--- config.mk ---
export PLATFORM = sky130hd
export DESIGN_NAME = ws2812_serializer
export DESIGN_NICKNAME = d
export VERILOG_FILES = /design/src/rtl/ws2812_pkg.sv /design/src/rtl/ws2812_serializer.sv
export SDC_FILE = /design/constraint.sdc
export NUM_CORES = 1
export LEC_CHECK = 0
export ABC_AREA = 1
export CAP_MARGIN = 20
export CORE_MARGIN = 2
export CORE_UTILIZATION = 55
export CTS_BUF_LIST = sky130_fd_sc_hd__clkbuf_4 sky130_fd_sc_hd__clkbuf_8
export DETAILED_ROUTE_END_ITERATION = 10
export PLACE_DENSITY = 0.77
export RECOVER_POWER = 25
export SLEW_MARGIN = 20
export SYNTH_ARGS = -nofsm -noshare
export SYNTH_HDL_FRONTEND = slang
export SYNTH_SLANG_ARGS = --single-unit
--- constraint.sdc ---
create_clock -name clk -period 3 [get_ports clk]
set_clock_uncertainty 0.1 [all_clocks]
set_input_delay 0.45 -clock clk [delete_from_list [all_inputs] [get_ports clk]]
set_output_delay 0.45 -clock clk [all_outputs]
set_load 0.01 [all_outputs]
--- src/rtl/ws2812_pkg.sv ---
`default_nettype none
// ============================================================================
// Module      : ws2812_pkg
// Description : Shared types and default timing for the WS2812 serializer.
//               Holds the frame-sequencer state encoding, default timing
//               values (27 MHz clock) and a helper that converts a pixel
//               count into a byte count.
// Revision    : 1.0  initial release
// ============================================================================
package ws2812_pkg;

    // Default timing at 27 MHz: 1.25 us bit period, 80 us latch gap
    localparam int DEF_BIT_CYCLES   = 34;
    localparam int DEF_T0H_CYCLES   = 11;
    localparam int DEF_T1H_CYCLES   = 22;
    localparam int DEF_LATCH_CYCLES = 2160;

    // Datapath widths
    localparam int PIXEL_ADDR_W = 10;
    localparam int PHASE_W      = 6;
    localparam int LATCH_W      = 12;

    // Frame sequencer states
    typedef enum logic [2:0] {
        LATCH    = 3'd0,
        FETCH    = 3'd1,
        LOAD     = 3'd2,
        BIT_HIGH = 3'd3,
        BIT_LOW  = 3'd4
    } ws_state_t;

    // Three bytes (G, R, B) per pixel; 255 pixels -> 765, fits 10 bits
    function automatic logic [PIXEL_ADDR_W-1:0] frame_bytes(input logic [7:0] npix);
        logic [PIXEL_ADDR_W-1:0] n;
        n = PIXEL_ADDR_W'(npix);
        return (n << 1) + n;
    endfunction

endpackage : ws2812_pkg
`default_nettype wire

--- src/rtl/ws2812_serializer.sv ---
`default_nettype none
// ============================================================================
// Module      : ws2812_serializer
// Description : Continuously refreshes a WS2812 LED strip from pixel RAM.
//               Each frame reads number_of_pixels*3 bytes (address 0 first),
//               sends them MSB-first with NRZ pulse-width coding, then holds
//               the line low for a latch gap before the next frame.
// Revision    : 1.0  initial release
// ============================================================================
module ws2812_serializer
    import ws2812_pkg::*;
#(
    parameter int BIT_CYCLES   = DEF_BIT_CYCLES,
    parameter int T0H_CYCLES   = DEF_T0H_CYCLES,
    parameter int T1H_CYCLES   = DEF_T1H_CYCLES,
    parameter int LATCH_CYCLES = DEF_LATCH_CYCLES
) (
    input  logic                    clk,
    input  logic                    reset_n,
    input  logic [7:0]              number_of_pixels,
    output logic [PIXEL_ADDR_W-1:0] pixel_addr,
    input  logic [7:0]              pixel_dbi,
    output logic                    ws2812_dout,
    output logic                    busy,
    output logic                    frame_done
);

    // Timing constants narrowed to their counter widths
    localparam logic [PHASE_W-1:0] c_bit_cycles = PHASE_W'(BIT_CYCLES);
    localparam logic [PHASE_W-1:0] c_t0h_cycles = PHASE_W'(T0H_CYCLES);
    localparam logic [PHASE_W-1:0] c_t1h_cycles = PHASE_W'(T1H_CYCLES);
    localparam logic [LATCH_W-1:0] c_latch_last = LATCH_W'(LATCH_CYCLES - 1);

    // Registered state
    ws_state_t               r_state;
    logic [LATCH_W-1:0]      r_latch_cnt;
    logic [PIXEL_ADDR_W-1:0] r_total;
    logic [PIXEL_ADDR_W-1:0] r_byte_idx;
    logic [PIXEL_ADDR_W-1:0] r_pixel_addr;
    logic [7:0]              r_shift;
    logic [2:0]              r_bit_cnt;
    logic [PHASE_W-1:0]      r_phase;
    logic                    r_busy;
    logic                    r_frame_done;
    logic                    r_dout;

    // Next-state values
    ws_state_t               w_state_nxt;
    logic [LATCH_W-1:0]      w_latch_cnt_nxt;
    logic [PIXEL_ADDR_W-1:0] w_total_nxt;
    logic [PIXEL_ADDR_W-1:0] w_byte_idx_nxt;
    logic [PIXEL_ADDR_W-1:0] w_pixel_addr_nxt;
    logic [7:0]              w_shift_nxt;
    logic [2:0]              w_bit_cnt_nxt;
    logic [PHASE_W-1:0]      w_phase_nxt;
    logic                    w_busy_nxt;
    logic                    w_frame_done_nxt;

    // Helpers
    logic [PIXEL_ADDR_W-1:0] w_npix_bytes;
    logic [PHASE_W-1:0]      w_high_len;
    logic [PHASE_W-1:0]      w_low_len;
    logic [PIXEL_ADDR_W-1:0] w_byte_idx_inc;

    assign w_npix_bytes   = frame_bytes(number_of_pixels);
    // shift_reg only moves between bits, so its MSB fixes the high time
    // for the whole bit, which is the same as choosing it on entry
    assign w_high_len     = r_shift[7] ? c_t1h_cycles : c_t0h_cycles;
    assign w_low_len      = c_bit_cycles - w_high_len;
    assign w_byte_idx_inc = r_byte_idx + PIXEL_ADDR_W'(1);

    // Sequencer next-state logic: latch gap, byte fetch and bit timing
    always_comb begin
        w_state_nxt      = r_state;
        w_latch_cnt_nxt  = r_latch_cnt;
        w_total_nxt      = r_total;
        w_byte_idx_nxt   = r_byte_idx;
        w_pixel_addr_nxt = r_pixel_addr;
        w_shift_nxt      = r_shift;
        w_bit_cnt_nxt    = r_bit_cnt;
        w_phase_nxt      = r_phase;
        w_busy_nxt       = r_busy;
        w_frame_done_nxt = 1'b0;

        case (r_state)
            LATCH: begin
                w_byte_idx_nxt = '0;
                if (r_latch_cnt == c_latch_last) begin
                    // pixel count is only looked at here, so mid-frame
                    // changes take effect on the following frame
                    w_total_nxt     = w_npix_bytes;
                    w_latch_cnt_nxt = '0;
                    if (w_npix_bytes != '0) begin
                        w_state_nxt      = FETCH;
                        w_busy_nxt       = 1'b1;
                        w_pixel_addr_nxt = '0;
                    end
                end else begin
                    w_latch_cnt_nxt = r_latch_cnt + LATCH_W'(1);
                end
            end

            // Address is presented for the whole FETCH cycle so the RAM
            // read data is valid during LOAD
            FETCH: begin
                w_state_nxt = LOAD;
            end

            LOAD: begin
                w_shift_nxt   = pixel_dbi;
                w_bit_cnt_nxt = 3'd7;
                w_phase_nxt   = '0;
                w_state_nxt   = BIT_HIGH;
            end

            BIT_HIGH: begin
                if (r_phase == w_high_len - PHASE_W'(1)) begin
                    w_phase_nxt = '0;
                    w_state_nxt = BIT_LOW;
                end else begin
                    w_phase_nxt = r_phase + PHASE_W'(1);
                end
            end

            BIT_LOW: begin
                if (r_phase == w_low_len - PHASE_W'(1)) begin
                    w_phase_nxt = '0;
                    if (r_bit_cnt != 3'd0) begin
                        w_shift_nxt   = {r_shift[6:0], 1'b0};
                        w_bit_cnt_nxt = r_bit_cnt - 3'd1;
                        w_state_nxt   = BIT_HIGH;
                    end else if (w_byte_idx_inc == r_total) begin
                        w_byte_idx_nxt   = '0;
                        w_state_nxt      = LATCH;
                        w_busy_nxt       = 1'b0;
                        w_frame_done_nxt = 1'b1;
                        w_latch_cnt_nxt  = '0;
                    end else begin
                        w_byte_idx_nxt   = w_byte_idx_inc;
                        w_pixel_addr_nxt = w_byte_idx_inc;
                        w_state_nxt      = FETCH;
                    end
                end else begin
                    w_phase_nxt = r_phase + PHASE_W'(1);
                end
            end

            default: begin
                w_state_nxt     = LATCH;
                w_latch_cnt_nxt = '0;
                w_busy_nxt      = 1'b0;
            end
        endcase
    end

    // State and datapath registers; reset forces a full latch gap
    always_ff @(posedge clk or negedge reset_n) begin
        if (!reset_n) begin
            r_state      <= LATCH;
            r_latch_cnt  <= '0;
            r_total      <= '0;
            r_byte_idx   <= '0;
            r_pixel_addr <= '0;
            r_shift      <= '0;
            r_bit_cnt    <= '0;
            r_phase      <= '0;
            r_busy       <= 1'b0;
            r_frame_done <= 1'b0;
            r_dout       <= 1'b0;
        end else begin
            r_state      <= w_state_nxt;
            r_latch_cnt  <= w_latch_cnt_nxt;
            r_total      <= w_total_nxt;
            r_byte_idx   <= w_byte_idx_nxt;
            r_pixel_addr <= w_pixel_addr_nxt;
            r_shift      <= w_shift_nxt;
            r_bit_cnt    <= w_bit_cnt_nxt;
            r_phase      <= w_phase_nxt;
            r_busy       <= w_busy_nxt;
            r_frame_done <= w_frame_done_nxt;
            // line is high exactly while in BIT_HIGH, glitch-free from a flop
            r_dout       <= (w_state_nxt == BIT_HIGH);
        end
    end

    assign pixel_addr  = r_pixel_addr;
    assign ws2812_dout = r_dout;
    assign busy        = r_busy;
    assign frame_done  = r_frame_done;

endmodule : ws2812_serializer
`default_nettype wire

==> impl_metrics.py <==
metrics = {
    "power_and_ir_drop": {
        "power_uw": 2520,
        "power_frac_comb": 0.276,
        "seqPwrFrac": 0.429,
        "clkPwrFrac": 0.295,
        "ir_worst_vdd_mv": 0.363,
        "p_per_area_nw_per_um2": 538,
        "p_sw_uw": 895,
        "swShare": 0.355,
        "power.leakage_uw": 0.00219,
        "p_int_uw": 1630,
    },
    "synth": {
        "synth_common_cells": "nand2_1 (119), inv_1 (67), dfrtp_1 (65), nand3_1 (40), nor2_1 (37)",
        "async_flop_share": 1.00,
        "synth_ff_type": "dfrtp_1",
        "ys_warn_count": 0,
        "netlist.area_leader.share": 0.394,
        "synth_fp_nets": 554,
        "ys_types": 41,
        "yosysTopAreaCell": "dfrtp_1",
        "yosysSeqAreaShare": 0.394,
        "synth-edff-count": 0,
        "synthCells": 520,
        "syn_area_per_cell_sq_um": 7.94,
        "synth.cell_area_sq_um": 4130,
        "synthMostInstantiatedCell": "nand2_1",
        "synthTopCellsByArea": "dfrtp_1 (39%), nand2_1 (11%), inv_1 (6.1%), nand2_2 (5.2%), nand3_1 (4.9%)",
        "synth.ff_latch_count": 65,
    },
    "detailed_routing": {
        "met1_length_mm": 3.91,
        "avgViaCountPerCell": 5.25,
        "drt.antenna.violating_nets": 0,
        "wl_per_cell_microns": 12.5,
        "drtIter0Drc": 143,
        "first_pass_iters": 5,
        "met2_length_mm": 3.93,
        "dr_wl_met3_microns": 332,
        "highest_layer": "met4",
        "dr_total_vias": 3466,
        "drt_wl_total_mm": 8.27,
        "drc_errors": 0,
    },
    "placement": {
        "place_area_sq_um": 4500,
        "place_ws_ns": -0.0134,
        "io_buffers": 30,
        "routabilityCongestion": 0.874,
        "placed_cells": 644,
        "dp_hpwl_mm": 6.30,
    },
    "cells_and_area": {
        "layout.nets": 590,
        "drive_above_1_share": 0.143,
        "final_area_sq_um": 4690,
        "antenna_cells": 0,
        "final_cells": 660,
        "area_delta_synth_final_pct": 13.7,
    },
    "clocking": {
        "cts_setup_buffers": 0,
        "clkTransAtPathRegs_ns": 0.07,
        "clkLatencyLatePin_ns": 0.35,
        "cts_tree": "yes",
        "cts_resized": 0,
        "root_buffer": "clkbuf_8",
        "hold_buffers": 0,
        "cts_sinks": 65,
        "cts_buffer_depth": 2,
        "ctsHtreeMaxLevel": 3,
        "cts_buffers": 9,
    },
    "floorplanning": {
        "die_w_microns": 90.6,
        "io_pins": 31,
        "start_util": 0.569,
        "core-area_sq_um": 7250,
        "num_rows": 31,
        "die-area_sq_um": 8210,
        "dieHeight_microns": 90.6,
    },
    "global_route": {
        "grt_pass1_vias": 3248,
        "antenna_found_initial": 0,
        "grt_max_degree": 29,
        "grt_pass1_wl_mm": 14.5,
        "grt_usage": 0.216,
        "gr-total-overflow": 0,
    },
    "sta": {
        "rsz0062_at_grt": "no",
        "tightest_slew_ns": 1.47,
        "layout_worst_path_cycle_share": 0.884,
        "drv_slew": 0,
        "period_minus_slack_ns": 2.65,
        "max_freq_mhz": 377,
        "hold_violations": 0,
        "setup_viol": 0,
        "max_slew_margin": 0.0192,
        "timing.hold.ws_ns": 0.336,
        "layout_setup_ws_ns": 0.349,
    },
    "flow_run": {
        "maxCapViolCount": 0,
    },
    "status": {
        "status": "finished, final reports clean",
    },
    "critical_path": {
        "critPathMaxFanout": 3,
        "worst_setup_path_end_kind": "register",
        "arrival_ns": 2.75,
        "crit_type": "in -> reg",
        "worstPathRequired_ns": 3.10,
        "worst_setup_path_start_kind": "input port",
    },
    "worst_hold_path": {
        "hold_class": "in -> async",
    },
}
[logic make-up after synthesis]
logic type / after synthesis / synth area share
AOI/OAI and AO/OA: 71 / 0.103
and+or+nand+nor: 273 / 0.331
buffers and inverters: 78 / 0.0813
DFF: 65 / 0.394
xor gates and xnor gates: 17 / 0.0394
adders and majority gates: 16 / 0.0503
[path summary, 6_finish.rpt]
| check | slack [ns] | to | cells after the start | startpoint |
|---|---|---|---|---|
| setup / recovery | 0.35 | r_state[0]$_DFF_PN0_ | 10 | number_of_pixels[0] |
| hold / removal | 0.34 | r_phase[3]$_DFFE_PN0P_ | 1 | reset_n |
| setup reg to reg | 0.63 | r_state[0]$_DFF_PN0_ | 7 | r_state[1]$_DFF_PN0_ |
| hold reg to reg | 0.38 | r_bit_cnt[0]$_DFFE_PN0P_ | 1 | r_bit_cnt[0]$_DFFE_PN0P_ |
| max in group asynchronous | 0.97 | r_total[6]$_DFFE_PN0P_ | 2 | reset_n |
| min in group clk | 0.38 | r_bit_cnt[0]$_DFFE_PN0P_ | 1 | r_bit_cnt[0]$_DFFE_PN0P_ |
[power groups by stage]
stage	Sequential [uW]	Clock [uW]	Combinational, uW
global placement	1090	0	676
CTS	1080	751	704
detailed placement	1100	0	702
floorplan	1080	0	541
finish	1080	743	696
global route	1090	800	791
[flip-flops by register name (all words and copies together) (netlist names)]
| name | cells |
|---|---|
| r_shift | 8 |
| r_bit_cnt | 3 |
| pixel_addr | 10 |
| r_phase | 6 |
| ws2812_dout | 1 |
| r_total | 10 |
| r_byte_idx | 10 |
| frame_done | 1 |
| r_state | 3 |
| r_latch_cnt | 12 |
| busy | 1 |
[worst max-delay path: stages]
cell,delay [ns]
clkdlybuf4s50_1,0.45
ha_1,0.26
fa_1,0.43
xor2_1,0.20
nor3b_1,0.26
nand3_1,0.12
nor3_1,0.15
nand2_1,0.06
o21ai_0,0.24
nand4_1,0.14
[through the flow]
step	utilization	setup TNS [ns]
2_1_floorplan	-	0
3_3_place_gp	0.620	0
3_5_place_dp	0.620	-0.0134
4_1_cts	0.647	0
5_1_grt	0.647	0
6_report	0.647	0
[cell usage in the layout, fill, tap and decap left out, types with 3 or more instances in the layout]
cell,netlist,final
o21ai_0,28,28
nand3_4,3,3
nor2_4,6,6
o31ai_1,3,3
nand2_4,3,3
clkbuf_8,2,10
dfrtp_1,65,65
nand4_1,10,10
nand3_1,40,40
xor2_1,11,11
nor4_1,3,3
o21ai_2,6,6
inv_1,67,67
nand3b_1,3,3
xnor2_1,5,5
nand2_2,34,34
a21oi_1,11,11
nor3_1,5,5
nor2_1,37,37
clkinv_2,1,5
clkdlybuf4s50_1,0,29
o21ai_1,6,6
ha_1,15,15
buf_4,0,3
o22ai_1,3,3
nand2_1,119,119
o211ai_1,8,8
[layer usage]
layer / vias to the layer above / track usage
met5: - / 0
met1: 1615 / 0.298
li1: 1770 / -
met3: 9 / 0.0518
met4: 0 / 0.0513
met2: 72 / 0.346
[area by class of cell]
cell class / instances / area, sq um
clock buffers: 10 / 138
clock inverters: 6 / 57.6
fillers: 640 / 2560
inverters: 69 / 260
multi-input cells: 377 / 2160
flip-flops and latches: 65 / 1630
well taps: 99 / 124
repair buffers: 34 / 320
No activity file was read; power rests on OpenSTA's default activity.
